**src/rtl/median_filter_stream.sv**
```systemverilog
// Pixel-serial 3x3 window filter: two line buffers feed a shifting window, and a
// 4-stage compare network produces median, min, max or the centre pixel.
module median_filter_stream #(
    parameter int IMG_W = 100,
    parameter int IMG_H = 100,
    parameter int PIX_W = 8
) (
    input  logic             clk,
    input  logic             rst,
    input  logic             in_valid,
    input  logic [PIX_W-1:0] in_pix,
    input  logic             in_sof,
    input  logic [1:0]       mode,
    output logic             out_valid,
    output logic [PIX_W-1:0] out_pix,
    output logic             out_sof,
    output logic             out_eol,
    output logic             frame_done
);

    localparam int CW = $clog2(IMG_W);
    localparam int RW = $clog2(IMG_H);
    localparam logic [CW-1:0] COL_LAST = CW'(IMG_W - 1);
    localparam logic [RW-1:0] ROW_LAST = RW'(IMG_H - 1);

    localparam logic [0:0] ST_IDLE   = 1'b0;
    localparam logic [0:0] ST_ACTIVE = 1'b1;

    typedef struct packed {
        logic       v;
        logic       sof;
        logic       eol;
        logic       last;
        logic [1:0] mode;
    } tag_t;

    function automatic logic [PIX_W-1:0] min2(input logic [PIX_W-1:0] a, input logic [PIX_W-1:0] b);
        return (a < b) ? a : b;
    endfunction

    function automatic logic [PIX_W-1:0] max2(input logic [PIX_W-1:0] a, input logic [PIX_W-1:0] b);
        return (a < b) ? b : a;
    endfunction

    function automatic logic [PIX_W-1:0] min3(input logic [PIX_W-1:0] a, input logic [PIX_W-1:0] b,
                                              input logic [PIX_W-1:0] c);
        return min2(min2(a, b), c);
    endfunction

    function automatic logic [PIX_W-1:0] max3(input logic [PIX_W-1:0] a, input logic [PIX_W-1:0] b,
                                              input logic [PIX_W-1:0] c);
        return max2(max2(a, b), c);
    endfunction

    function automatic logic [PIX_W-1:0] med3(input logic [PIX_W-1:0] a, input logic [PIX_W-1:0] b,
                                              input logic [PIX_W-1:0] c);
        return max2(min2(a, b), min2(max2(a, b), c));
    endfunction

    // Handshake: in_valid is a one-way strobe with no ready. A beat is consumed when
    // in_valid is high and either in_sof is set or a frame is ACTIVE; otherwise dropped.
    logic [0:0]    state;
    logic [CW-1:0] col;
    logic [RW-1:0] row;
    logic [1:0]    frame_mode;

    logic          accept;
    logic [CW-1:0] pos_col;
    logic [RW-1:0] pos_row;
    logic [1:0]    beat_mode;

    always_comb begin
        accept    = in_valid && (in_sof || (state == ST_ACTIVE));
        pos_col   = in_sof ? '0 : col;
        pos_row   = in_sof ? '0 : row;
        beat_mode = in_sof ? mode : frame_mode;
    end

    always_ff @(posedge clk) begin
        if (rst) begin
            state      <= ST_IDLE;
            col        <= '0;
            row        <= '0;
            frame_mode <= '0;
        end else if (accept) begin
            frame_mode <= beat_mode;
            if (pos_col == COL_LAST) begin
                col <= '0;
                if (pos_row == ROW_LAST) begin
                    row   <= '0;
                    state <= ST_IDLE;
                end else begin
                    row   <= pos_row + 1'b1;
                    state <= ST_ACTIVE;
                end
            end else begin
                col   <= pos_col + 1'b1;
                row   <= pos_row;
                state <= ST_ACTIVE;
            end
        end
    end

    // lb1 holds row r-1, lb2 row r-2; one read-then-write per accepted beat.
    logic [PIX_W-1:0] lb1 [IMG_W];
    logic [PIX_W-1:0] lb2 [IMG_W];
    logic [PIX_W-1:0] lb1_rd;
    logic [PIX_W-1:0] lb2_rd;

    assign lb1_rd = lb1[pos_col];
    assign lb2_rd = lb2[pos_col];

    always_ff @(posedge clk) begin
        if (accept) begin
            lb1[pos_col] <= in_pix;
            lb2[pos_col] <= lb1_rd;
        end
    end

    // win[row][col]: row 0 = oldest line, col 2 = newest column.
    logic [2:0][2:0][PIX_W-1:0] win;

    always_ff @(posedge clk) begin
        if (accept) begin
            win[0] <= {lb2_rd, win[0][2:1]};
            win[1] <= {lb1_rd, win[1][2:1]};
            win[2] <= {in_pix, win[2][2:1]};
        end
    end

    tag_t t0, t1, t2, t3;

    always_ff @(posedge clk) begin
        if (rst) begin
            t0 <= '0;
            t1 <= '0;
            t2 <= '0;
            t3 <= '0;
        end else begin
            t0.v    <= accept && (pos_row >= RW'(2)) && (pos_col >= CW'(2));
            t0.sof  <= (pos_row == RW'(2)) && (pos_col == CW'(2));
            t0.eol  <= pos_col == COL_LAST;
            t0.last <= (pos_row == ROW_LAST) && (pos_col == COL_LAST);
            t0.mode <= beat_mode;
            t1      <= t0;
            t2      <= t1;
            t3      <= t2;
        end
    end

    // Exact median of 9: median of (max of row mins, median of row medians, min of row maxes).
    logic [2:0][PIX_W-1:0] s1_lo, s1_mid, s1_hi;
    logic [PIX_W-1:0]      s1_ctr;
    logic [PIX_W-1:0]      s2_lomax, s2_midmed, s2_himin, s2_min, s2_max, s2_ctr;
    logic [PIX_W-1:0]      s3_med, s3_min, s3_max, s3_ctr;

    always_ff @(posedge clk) begin
        for (int i = 0; i < 3; i++) begin
            s1_lo[i]  <= min3(win[i][0], win[i][1], win[i][2]);
            s1_mid[i] <= med3(win[i][0], win[i][1], win[i][2]);
            s1_hi[i]  <= max3(win[i][0], win[i][1], win[i][2]);
        end
        s1_ctr <= win[1][1];

        s2_lomax  <= max3(s1_lo[0], s1_lo[1], s1_lo[2]);
        s2_midmed <= med3(s1_mid[0], s1_mid[1], s1_mid[2]);
        s2_himin  <= min3(s1_hi[0], s1_hi[1], s1_hi[2]);
        s2_min    <= min3(s1_lo[0], s1_lo[1], s1_lo[2]);
        s2_max    <= max3(s1_hi[0], s1_hi[1], s1_hi[2]);
        s2_ctr    <= s1_ctr;

        s3_med <= med3(s2_lomax, s2_midmed, s2_himin);
        s3_min <= s2_min;
        s3_max <= s2_max;
        s3_ctr <= s2_ctr;
    end

    always_ff @(posedge clk) begin
        if (rst) begin
            out_valid  <= 1'b0;
            out_pix    <= '0;
            out_sof    <= 1'b0;
            out_eol    <= 1'b0;
            frame_done <= 1'b0;
        end else begin
            out_valid  <= t3.v;
            out_sof    <= t3.v && t3.sof;
            out_eol    <= t3.v && t3.eol;
            frame_done <= t3.v && t3.last;
            if (t3.v) begin
                case (t3.mode)
                    2'd0:    out_pix <= s3_med;
                    2'd1:    out_pix <= s3_min;
                    2'd2:    out_pix <= s3_max;
                    default: out_pix <= s3_ctr;
                endcase
            end
        end
    end

endmodule

```
**config.mk**
```make
export PLATFORM = sky130hd
export DESIGN_NAME = median_filter_stream
export DESIGN_NICKNAME = d
export VERILOG_FILES = /design/src/rtl/median_filter_stream.sv
export SDC_FILE = /design/constraint.sdc
export NUM_CORES = 2
export LEC_CHECK = 0
export ABC_AREA = 1
export ABC_CLOCK_PERIOD_IN_PS = 9510
export BUFFER_PORTS_ARGS = -buffer_cell sky130_fd_sc_hd__clkbuf_2
export CAP_MARGIN = 20
export CORE_MARGIN = 2
export CORE_UTILIZATION = 43
export DETAILED_ROUTE_END_ITERATION = 7
export PLACE_DENSITY = 0.55
export SLEW_MARGIN = 20
export SYNTH_ARGS = -nofsm -noshare
export SYNTH_HDL_FRONTEND = slang
export SYNTH_SLANG_ARGS = --single-unit
```
**constraint.sdc**
```tcl
create_clock -name clk -period 9.51 [get_ports clk]
set_input_delay 2.3775 -clock clk [delete_from_list [all_inputs] [get_ports clk]]
set_output_delay 2.3775 -clock clk [all_outputs]
set_load 0.02 [all_outputs]
```
==> summary.txt <==
Critical path
  • Crit-path most repeated cell: nand2_1
  • Buffers & Inverters on Critical Path: 6
  • WS Path Type: input port to flop
  • Slowest cell on crit path: a221oi_1
  • Worst Setup SP: in_sof
  • Reg2Reg Capture Point: s1_mid[14]
  • CP peak stage delay: 0.82 ns
  • Critical path's top delay family: buffers and inverters
  • Worst Path Required: around 10 ns
  • Crit path cell chain: clkbuf_2 -> inv_2 -> nand2_4 -> nor2_4 -> buf_4 -> inv_2 -> nor2_4 -> buf_12 -> nand2_1 -> o21ai_0 -> a221oi_1 -> nand2_1 -> nand2_1 -> nand3_1 -> a221oi_1 -> o211ai_1 -> buf_4
  • Crit path DAT: between 7 and 8 ns
  • Critical path capture point type: flop
  • Register-to-Register Setup Slack: around 3.4 ns
  • CP startpoint kind: input port
  • Crit-path max FO: 92
  • R2R depth: 23
  • Crit Reg-Reg Startpoint: win[35]

Timing
  • RSZ-0062 raised after global routing: no
  • # setup viols final: 0
  • Clock skew: 0.05400 ns
  • Worst Max-Slew Pin Slew: 1.178 ns
  • Crit share post-route: 73.01%
  • Relative slew slack: 21.28%
  • Fmax: about 0.14 GHz
  • Final hold viol count: 0
  • Min Clock Period, post-route: about 6.9 ns
  • Setup TNS: 0 ns
  • Slew Viols, Final: 0

Power and ir drop
  • Combinational power share: 19.1%
  • Reg power frac: a little under half
  • Internal: around 15 mW
  • Max rail drop VDD: between 0.0002 and 0.00025 V
  • Clk network pwr share: a little over a third
  • Net Sw Frac: between 20 and 30%
  • P_sw: 6.129 mW
  • Lkg Pwr: roughly 30 nW
  • Power per cell area: 249.1 nW/µm²

Detailed routing
  • Routed WL per cell: 27.12 µm
  • Vias per cell: roughly 5.7
  • Post-route ant nets: 0
  • DRT Wirelength: 224800 µm
  • First drt pass iteration count: 5
  • DR vias: about 47000
  • Drc violations: 0
  • Iter 0 DRT Violations: 5455

Yosys
  • Primary FF master, synth: edfxtp_1
  • Mapped Area: ~75000 µm²
  • Post-synth EDFFs: 1672
  • Post-Syn Nets: a little under 6000
  • Synth Area per Inst: between 10 and 15 µm²
  • Cells after synthesis: between 5000 and 6000
  • Most common cell in the netlist: edfxtp_1
  • Distinct cells, synth: just under 60
  • Top cells by count, synth: edfxtp_1 (1672), nand2_1 (1196), nor2_1 (359)
  • Ys Warns: 0
  • Register bit total from synthesis: around 1900
  • Cell taking the most area after synthesis: edfxtp_1
  • Dominant cells by area after synthesis: edfxtp_1 (67%), nand2_1 (6.0%), dfxtp_1 (5.7%)
  • Share of the synthesized area in the top cell type: between 60% and 70%
  • Ys async rst share: 0%
  • Sequential-to-total area share from yosys stat: 73.01%

Hold path
  • Hold crit path type: flop to flop
  • Worst hold endpoint: s2_ctr[1]
  • Hold Startpoint: s1_ctr[1]
  • Hold path depth: 0

Global routing
  • Remaining Overflow, GRT: 0
  • Number of global-route vias before repair: roughly 45000
  • Initial antenna violation count: 15
  • Largest net degree at the start of global routing: slightly above 100
  • First-pass GRT wire length: 321500 µm
  • GR Util All Layers: 25.24%

Clock tree
  • Sink Count: approximately 1900
  • CTS Buf Count: just under 200
  • Hold-fix buffers, CTS: 0
  • Clock latency on the worst-skew pair: between 0.8 and 0.9 ns
  • CTS tree: yes
  • Root Buffer: clkbuf_16
  • Post-CTS sizing: 0
  • Clock slew at reported path FFs: around 0.060 ns
  • Post-CTS Setup Inserts: 0
  • CTS H-tree depth: 4
  • CTS max path bufs: 3

Floorplan
  • Die Width: roughly 420 µm
  • Die Ht: around 420 µm
  • # IOs: 26
  • Die area: around 180000 µm²
  • Initial core utilization: around 43%
  • Core footprint: between 150000 and 200000 µm²
  • Placement Rows: 152

Place
  • PortBufs: 25
  • Final Wtd Congestion: 0.8954
  • DP Wirelength: approximately 140000 µm

Finish
  • FILL cells: between 15000 and 20000
  • Layout cell share with drive strength beyond 1: 9.744%
  • Fin util: between 40% and 50%
  • Area Overhead vs Synth: 12.90%
  • Final net count: 6001

Status
  • Status: finished clean

Job
  • Max Cap Viol: 0
## area by class of cell
type | count | area, µm² | area share [%]
flip-flops and latches | 1885 | 54470 | 64.67
multi-input cells | 3186 | 17730 | 21.05
clock buffers | 246 | 5120 | 6.078
well taps | 2310 | 2890 | 3.431
repair buffers | 220 | 1735 | 2.060
inverters | 329 | 1259 | 1.494
clock inverters | 107 | 1012 | 1.202
diodes | 5 | 12.51 | 0.01485
## power by group through the flow
stage | clock, mW | combinational, mW | sequential (mW)
finish | 7.39 | 4.00 | 9.59
detailed placement | 0 | 3.98 | 9.77
global route | 7.80 | 4.62 | 9.61
CTS | 7.49 | 4.00 | 9.60
global placement | 0 | 3.88 | 9.77
floorplan | 0 | 2.90 | 9.69
## state kept, by name, indices dropped and copies added (netlist names), 24 cells and up
| signal | flops |
|---|---|
| lb1 | 800 |
| lb2 | 800 |
| win | 72 |
| s1_hi | 24 |
| s1_lo | 24 |
| s1_mid | 24 |
## layer usage
metal | global-route usage [%] | vias to the layer above | share of wire, %
li1 | - | 21171 | -
met1 | 35.57 | 23779 | 42
met2 | 39.23 | 2130 | 45
met3 | 4.586 | 384 | 8.8
met4 | 9.003 | 12 | 3.5
met5 | 0 | - | 0.051
## cells in the final DEF, fill, tap and decap left out, types with 45 or more instances in the layout
cell type,count
inv_1,307
dfxtp_1,213
ha_1,172
a22o_1,165
a221oi_1,203
nand2_1,1192
nand4_1,86
nand3_1,140
a21oi_1,288
clkinv_1,45
o21ai_0,292
clkbuf_16,194
edfxtp_1,1672
clkbuf_1,45
buf_4,191
nor2_1,341
## per-stage QoR
stage | worst slack (ns) | hold slack, ns | std cells | power, mW | cell area (µm²)
finish | 2.567 | 0.3247 | 8288 | 20.98 | 84230
global route | 2.450 | 0.3276 | 8283 | 22.04 | 84220
CTS | 2.732 | 0.3245 | 8283 | 21.09 | 84200
detailed placement | 1.877 | 0.3121 | 7930 | 13.75 | 78070
global placement | 1.934 | 0.3116 | 7929 | 13.65 | 78040
floorplan | 2.178 | 0.3096 | 5658 | 12.60 | 74610
## cell families (layout without fill, tap and decap cells)
family,Yosys count,count (layout),synth area share [%]
muxes,2,2,0.02683
and+or+nand+nor,1845,1845,10.14
other,0,5,0
buffers and inverters,587,902,3.450
AOI/OAI and AO/OA,1165,1165,10.46
DFF,1885,1885,73.01
adders and majority gates,172,172,2.884
xor gates and xnor gates,2,2,0.02348
## worst max-delay path by stage
stage	end	slack [ns]	cells past startpoint
6_report	lb2[49][5]	2.57	17
5_1_grt	lb2[23][2]	2.45	16
4_1_cts	lb2[48][2]	2.73	15
3_5_place_dp	lb2[62][2]	1.88	15
3_3_place_gp	lb2[60][2]	1.93	15
2_1_floorplan	lb2[0][4]	2.18	12
(Power assumes the default switching activity.)
